[src/rtl/fifo_pkg.sv]
// -----------------------------------------------------------------------------
// fifo_pkg
// Shared definitions for the single-clock parametrised FIFO.
//   FIFO_DATA_WIDTH_DEF  default word width
//   FIFO_ADDR_WIDTH_DEF  default log2(depth)
//   fifo_mode_e          read-port mode (standard registered / first-word-fall-through)
//   fifo_mode_from_int   maps the integer FWFT parameter onto fifo_mode_e
// -----------------------------------------------------------------------------
package fifo_pkg;

  localparam int FIFO_DATA_WIDTH_DEF = 8;
  localparam int FIFO_ADDR_WIDTH_DEF = 4;

  typedef enum logic {
    FIFO_STD  = 1'b0,
    FIFO_FWFT = 1'b1
  } fifo_mode_e;

  // Any non-zero FWFT value selects fall-through mode.
  function automatic fifo_mode_e fifo_mode_from_int(input int fwft);
    return (fwft != 0) ? FIFO_FWFT : FIFO_STD;
  endfunction

endpackage : fifo_pkg

[src/rtl/sync_fifo_param_mem.sv]
// -----------------------------------------------------------------------------
// fifo_mem
// DEPTH x FIFO_DATA_WIDTH storage array for sync_fifo_param.
// Synchronous write, asynchronous (combinational) read. Contents are not reset.
// Ports:
//   clk    in   clock, rising edge
//   we     in   write enable
//   waddr  in   write address  [FIFO_ADDR_WIDTH-1:0]
//   wdata  in   write data     [FIFO_DATA_WIDTH-1:0]
//   raddr  in   read address   [FIFO_ADDR_WIDTH-1:0]
//   rdata  out  read data      [FIFO_DATA_WIDTH-1:0], follows raddr combinationally
// -----------------------------------------------------------------------------
module fifo_mem #(
  parameter int FIFO_DATA_WIDTH = fifo_pkg::FIFO_DATA_WIDTH_DEF,
  parameter int FIFO_ADDR_WIDTH = fifo_pkg::FIFO_ADDR_WIDTH_DEF
) (
  input  logic                       clk,
  input  logic                       we,
  input  logic [FIFO_ADDR_WIDTH-1:0] waddr,
  input  logic [FIFO_DATA_WIDTH-1:0] wdata,
  input  logic [FIFO_ADDR_WIDTH-1:0] raddr,
  output logic [FIFO_DATA_WIDTH-1:0] rdata
);

  localparam int DEPTH = 1 << FIFO_ADDR_WIDTH;

  logic [FIFO_DATA_WIDTH-1:0] mem_q [DEPTH];

  // No reset on the array: the controller never exposes an unwritten slot.
  always_ff @(posedge clk) begin
    if (we) begin
      mem_q[waddr] <= wdata;
    end
  end

  assign rdata = mem_q[raddr];

endmodule : fifo_mem

[src/rtl/sync_fifo_param.sv]
// -----------------------------------------------------------------------------
// sync_fifo_param
// Single-clock elastic FIFO with occupancy count, programmable almost-full /
// almost-empty flags and a selectable read mode (registered or first-word-
// fall-through).
//
// Optional build macro: SYNC_FIFO_ERR_FLAGS_EN
//   When defined, adds sticky overflow/underflow error flags and an err_clr
//   input. When undefined those ports do not exist and rejected requests are
//   silently dropped.
//
// Ports:
//   clk            in   clock, rising edge
//   rst_n          in   asynchronous active-low reset
//   winc           in   write request
//   wdata          in   write data
//   wfull          out  FIFO holds DEPTH entries
//   walmost_full   out  count >= AFULL_THRESH
//   rinc           in   read request
//   rdata          out  read data (registered, or head word in FWFT mode)
//   rempty         out  no entry available
//   ralmost_empty  out  count <= AEMPTY_THRESH
//   count          out  occupancy 0..DEPTH
//   err_clr        in   (macro only) clears overflow/underflow, wins over set
//   overflow       out  (macro only) sticky: write attempted while full
//   underflow      out  (macro only) sticky: read attempted while empty
// -----------------------------------------------------------------------------
module sync_fifo_param
  import fifo_pkg::*;
#(
  parameter int FIFO_DATA_WIDTH = FIFO_DATA_WIDTH_DEF,
  parameter int FIFO_ADDR_WIDTH = FIFO_ADDR_WIDTH_DEF,
  parameter int AFULL_THRESH    = 12,
  parameter int AEMPTY_THRESH   = 2,
  parameter int FWFT            = 0
) (
  input  logic                       clk,
  input  logic                       rst_n,
  input  logic                       winc,
  input  logic [FIFO_DATA_WIDTH-1:0] wdata,
  output logic                       wfull,
  output logic                       walmost_full,
  input  logic                       rinc,
  output logic [FIFO_DATA_WIDTH-1:0] rdata,
  output logic                       rempty,
  output logic                       ralmost_empty,
  output logic [FIFO_ADDR_WIDTH:0]   count
`ifdef SYNC_FIFO_ERR_FLAGS_EN
 ,input  logic                       err_clr,
  output logic                       overflow,
  output logic                       underflow
`endif
);

  localparam int              DEPTH    = 1 << FIFO_ADDR_WIDTH;
  localparam int              CW       = FIFO_ADDR_WIDTH + 1;
  localparam logic [CW-1:0]   DEPTH_C  = CW'(DEPTH);
  localparam logic [CW-1:0]   AFULL_C  = CW'(AFULL_THRESH);
  localparam logic [CW-1:0]   AEMPTY_C = CW'(AEMPTY_THRESH);
  localparam logic [CW-1:0]   ONE_C    = CW'(1);
  localparam fifo_mode_e      MODE     = fifo_mode_from_int(FWFT);

  // ---------------------------------------------------------------------------
  // Parameter legality
  // ---------------------------------------------------------------------------
  if (AFULL_THRESH < 1 || AFULL_THRESH > DEPTH) begin : g_bad_afull
    $error("sync_fifo_param: AFULL_THRESH=%0d outside 1..%0d", AFULL_THRESH, DEPTH);
  end
  if (AEMPTY_THRESH < 0 || AEMPTY_THRESH > DEPTH - 1) begin : g_bad_aempty
    $error("sync_fifo_param: AEMPTY_THRESH=%0d outside 0..%0d", AEMPTY_THRESH, DEPTH - 1);
  end
  if (FWFT != 0 && FWFT != 1) begin : g_bad_fwft
    $error("sync_fifo_param: FWFT=%0d must be 0 or 1", FWFT);
  end
  if (FIFO_ADDR_WIDTH < 1 || FIFO_DATA_WIDTH < 1) begin : g_bad_width
    $error("sync_fifo_param: widths must be at least 1");
  end

  // ---------------------------------------------------------------------------
  // Controller state
  // ---------------------------------------------------------------------------
  logic [CW-1:0]              wptr_q, wptr_d;
  logic [CW-1:0]              rptr_q, rptr_d;
  logic [CW-1:0]              count_q, count_d;
  logic                       wr_en;
  logic                       rd_en;
  logic [FIFO_DATA_WIDTH-1:0] mem_rdata;

  // Flags come straight from the count register so no combinational path
  // exists from winc/rinc to any status output.
  assign wfull         = (count_q == DEPTH_C);
  assign rempty        = (count_q == '0);
  assign walmost_full  = (count_q >= AFULL_C);
  assign ralmost_empty = (count_q <= AEMPTY_C);
  assign count         = count_q;

  always_comb begin
    // Acceptance uses the flags as they stand at the start of the cycle, so a
    // simultaneous read on a full FIFO does not open room for the same-cycle
    // write, and vice versa on empty.
    wr_en   = winc && !wfull;
    rd_en   = rinc && !rempty;

    wptr_d  = wptr_q;
    rptr_d  = rptr_q;
    count_d = count_q;

    if (wr_en) begin
      wptr_d = wptr_q + ONE_C;
    end
    if (rd_en) begin
      rptr_d = rptr_q + ONE_C;
    end

    case ({wr_en, rd_en})
      2'b10:   count_d = count_q + ONE_C;
      2'b01:   count_d = count_q - ONE_C;
      default: count_d = count_q;
    endcase
  end

  always_ff @(posedge clk or negedge rst_n) begin
    if (!rst_n) begin
      wptr_q  <= '0;
      rptr_q  <= '0;
      count_q <= '0;
    end else begin
      wptr_q  <= wptr_d;
      rptr_q  <= rptr_d;
      count_q <= count_d;
    end
  end

  // ---------------------------------------------------------------------------
  // Storage
  // ---------------------------------------------------------------------------
  fifo_mem #(
    .FIFO_DATA_WIDTH (FIFO_DATA_WIDTH),
    .FIFO_ADDR_WIDTH (FIFO_ADDR_WIDTH)
  ) u_mem (
    .clk   (clk),
    .we    (wr_en),
    .waddr (wptr_q[FIFO_ADDR_WIDTH-1:0]),
    .wdata (wdata),
    .raddr (rptr_q[FIFO_ADDR_WIDTH-1:0]),
    .rdata (mem_rdata)
  );

  // ---------------------------------------------------------------------------
  // Read port
  // ---------------------------------------------------------------------------
  if (MODE == FIFO_STD) begin : g_std_read
    logic [FIFO_DATA_WIDTH-1:0] rdata_q, rdata_d;

    // Captures the head word on an accepted read; holds otherwise.
    always_comb begin
      rdata_d = rdata_q;
      if (rd_en) begin
        rdata_d = mem_rdata;
      end
    end

    always_ff @(posedge clk or negedge rst_n) begin
      if (!rst_n) begin
        rdata_q <= '0;
      end else begin
        rdata_q <= rdata_d;
      end
    end

    assign rdata = rdata_q;
  end else begin : g_fwft_read
    // Head word is presented directly. Forced to zero while empty so the
    // port shows a clean value after reset instead of stale array contents.
    assign rdata = rempty ? '0 : mem_rdata;
  end

  // ---------------------------------------------------------------------------
  // Optional sticky error flags
  // ---------------------------------------------------------------------------
`ifdef SYNC_FIFO_ERR_FLAGS_EN
  logic overflow_q, overflow_d;
  logic underflow_q, underflow_d;

  always_comb begin
    overflow_d  = overflow_q;
    underflow_d = underflow_q;
    if (winc && wfull) begin
      overflow_d = 1'b1;
    end
    if (rinc && rempty) begin
      underflow_d = 1'b1;
    end
    // Clear wins over a set in the same cycle.
    if (err_clr) begin
      overflow_d  = 1'b0;
      underflow_d = 1'b0;
    end
  end

  always_ff @(posedge clk or negedge rst_n) begin
    if (!rst_n) begin
      overflow_q  <= 1'b0;
      underflow_q <= 1'b0;
    end else begin
      overflow_q  <= overflow_d;
      underflow_q <= underflow_d;
    end
  end

  assign overflow  = overflow_q;
  assign underflow = underflow_q;
`endif

endmodule : sync_fifo_param

[config.mk]
export PLATFORM = sky130hd
export DESIGN_NAME = sync_fifo_param
export DESIGN_NICKNAME = d
export VERILOG_FILES = /design/src/rtl/fifo_pkg.sv /design/src/rtl/sync_fifo_param_mem.sv /design/src/rtl/sync_fifo_param.sv
export SDC_FILE = /design/constraint.sdc
export NUM_CORES = 1
export LEC_CHECK = 0
export CAP_MARGIN = 0
export CORE_MARGIN = 2
export CORE_UTILIZATION = 60
export CTS_BUF_LIST = sky130_fd_sc_hd__clkbuf_2
export DETAILED_ROUTE_END_ITERATION = 8
export GPL_TIMING_DRIVEN = 1
export PLACE_DENSITY = 0.81
export SLEW_MARGIN = 20
export SYNTH_ARGS = -nofsm -noshare
export SYNTH_HDL_FRONTEND = slang
export SYNTH_HIERARCHICAL = 1
export SYNTH_SLANG_ARGS = --single-unit
[constraint.sdc]
create_clock -name clk -period 6.4 [get_ports clk]
set_input_delay 1.6 -clock clk [delete_from_list [all_inputs] [get_ports clk]]
set_output_delay 1.6 -clock clk [all_outputs]
set_load 0.005 [all_outputs]
==> results.txt <==
Initial Util -> 0.619
Congestion Overflow GR -> 0
CTS root buf -> clkbuf_2
Finished Core Util -> 0.683
Final net count -> 367
Pwr Total -> 2.77 mW
Critical path arrival -> 2.42 ns
Hpwl dp -> 6740 microns
Post-synthesis cell area -> 6080 sq um
Most frequent cell after synthesis -> edfxtp_1
Syn_nets -> 330
Crit path max-delay family -> simple AND/OR/NAND/NOR gates
Post-synthesis sequential area ratio -> 0.719
H-tree depth -> 4
Post-CTS setup buffer count -> 0
Critical R2R Launch -> count[0]
Sum Neg Setup Slack -> 0 ns
Seq cells post-synth -> 149
Core area -> 9820 sq um
Row count -> 36
Worst Hold Class -> flip-flop to flip-flop
Number of stages on the worst setup path -> 3
Vias per cell -> 6.24
Post-synth top area share -> 0.632
Count of pins over their slew limit -> 0
Hold path cells -> 1
DRC viols -> 0
Worst Tran Pin Value -> 0.995 ns
Prevailing post-synth register cell -> edfxtp_1
Buf/Inv on CP -> 1
Max-slew headroom -> 0.334
Crit path launch type -> flip-flop
Crit-path cells -> nor4_1 -> and2_1 -> clkdlybuf4s50_1
Synthesis Warnings -> 6
Clk_lat worst skew -> 0.68 ns
CP peak stage delay -> 0.55 ns
CP required -> 4.80 ns
Pwr Density -> 413 nW/um^2
CTS tree -> done
Leak -> 2.26 nW
TritonCTS buffer count -> 17
Sequential Area -> 4370 sq um
Post-route insts no fill -> 495
R2R Setup Slk -> 3.01 ns
Vias in the first global route -> 3008
Gr usage total -> 0.207
Initial DRC count -> 267
Pre-Repair DR Iteration Count -> 4
Setup crit end kind -> output pin
Hold EP -> rdata[5]
Clock tree buffer depth -> 2
Leading area contributor after synthesis -> edfxtp_1
FF-to-FF End -> count[4]
Crit Path Class -> flip-flop to output pin
Worst R2R Path Depth -> 8
Max FO, Critical Path -> 7
Largest net degree at the start of global routing -> 36
DIE AREA -> 11000 sq um
Routed vias -> 3089
Global-route wire length before repair -> 16600 microns
ANT nets after route -> 0
Placed cells -> 462
Area Overhead vs Synth -> 10.4%
# fillers -> 670
Clock Sink Count -> 149
Slowest-stage cell, CP -> nor4_1
Antenna violations before repair -> 1
Max Fclk -> 0.249 GHz
I/O Buffers -> 28
Placer Congestion -> 0.796
Cells after Synth -> 311
Synth unique cells -> 43
Synth area leaders -> edfxtp_1 63%, dfrtp_1 8.6%, mux4_2 6.7%
Commonest cells post-synth -> 128 x edfxtp_1, 21 x dfrtp_1, 18 x mux4_2
Post_cts resized -> 0
Max-Cap Viols -> 0
EDFF count, synth -> 128
Hold Fails Final Rpt -> 0
Mean post-synth cell area -> 19.5 sq um
Final Setup Violations -> 0
Worst-path clk slew -> 0.22 ns
Wire per inst -> 21.5 microns
RSZ-0062 raised after global routing -> false
CTS Hold Bufs -> 0
Status -> finished clean
Tcrit/Tclk final -> 0.628
Asr flop ratio synth -> 0.141
Skew final -> 0.0295 ns
Area of the multi-input gates -> 1600 sq um
Worst hold margin -> 0.537 ns
Period minus WS final -> 4.02 ns
Share of cells above drive strength 1 -> 0.199
Hold Crit Start -> rdata[5]
DIE HEIGHT -> 105 microns
Chip Width -> 105 microns
VDD IR-drop max -> 0.270 mV
Ports -> 29
Final WL -> 10700 microns
cell type report:
| type | count | share of cell area |
|---|---|---|
| antenna | 1 | 0.000373 |
| clock buffer | 17 | 0.0127 |
| clock inverter | 15 | 0.0246 |
| inverter | 4 | 0.00224 |
| multi-input combinational | 145 | 0.238 |
| sequential | 149 | 0.652 |
| tap | 133 | 0.0248 |
| timing repair buffer | 31 | 0.0451 |
cells in the final DEF (no fill, tap or decap), types with 2 or more instances in the layout:
cell and instances:
a21oi_1 6, a22oi_1 16, and2_1 2, buf_4 3
clkbuf_2 17, clkdlybuf4s50_1 28, clkinv_4 3, dfrtp_1 20
edfxtp_1 128, ha_1 6, inv_1 4, inv_6 4
inv_8 4, mux2_2 12, mux4_1 14, mux4_2 18
nand2_1 11, nand2b_1 2, nand3_1 4, nand3b_1 2
nor2_1 14, nor3_1 2, nor3_2 2, nor3b_1 5
o211ai_1 2, o21ai_0 3, xnor2_1 5, xor2_1 3
cells by family after synthesis:
| logic type | count (synthesis) | synth area share |
|---|---|---|
| buffers and inverters | 17 | 0.0198 |
| adder cells (fa/ha/maj) | 7 | 0.0156 |
| flip-flops | 149 | 0.719 |
| AO/OA/AOI/OAI | 33 | 0.0383 |
| AND/OR/NAND/NOR | 53 | 0.0467 |
| multiplexers | 44 | 0.149 |
| XOR/XNOR | 8 | 0.0115 |
sequential cells by signal, summed over array words and instances (netlist names):
name         cells
u_mem/mem_q    128
rdata            8
count            5
rptr_q           4
wptr_q           4
metal layers:
| layer | track usage | vias up | routed length [microns] | part of all wire |
|---|---|---|---|---|
| met4 | 0.0829 | 0 | 181 | 0.017 |
| met2 | 0.320 | 130 | 5250 | 0.49 |
| li1 | - | 1360 | - | - |
| met3 | 0.0493 | 14 | 852 | 0.080 |
| met5 | 0 | - | 0 | 0 |
| met1 | 0.289 | 1585 | 4380 | 0.41 |
per-stage QoR:
step           instance area, sq um  setup slack [ns]
3_3_place_gp                   6450              1.98
6_report                       6710              2.38
3_5_place_dp                   6450              1.89
4_1_cts                        6700              2.32
2_1_floorplan                  6080              2.70
5_1_grt                        6710              2.23
power breakdown:
part	internal, mW	leakage, nW	total (mW)	switching, mW
Sequential	1.22	1.41	1.39	0.171
Clock	0.161	0.150	0.519	0.359
Combinational	0.460	0.705	0.864	0.404
Total	1.84	2.26	2.77	0.933
worst register-to-register path, stage by stage (launching register included):
cell and delay, ns:
dfrtp_1 0.52, or4_4 0.58, o21ai_2 0.46, inv_1 0.11, ha_1 0.32, ha_1 0.39, or4b_2 0.68, o311ai_0 0.12
o211ai_1 0.12
worst max-delay path by stage:
stage / start / endpoint / slack, ns
final: count[0] / wfull / 2.38
after global routing: count[0] / wfull / 2.23
after CTS: count[0] / wfull / 2.32
after detailed placement: winc / count[4] / 1.89
after global placement: winc / count[4] / 1.98
after floorplan: winc / count[4] / 2.70
Power figures use the tool's default switching activity.
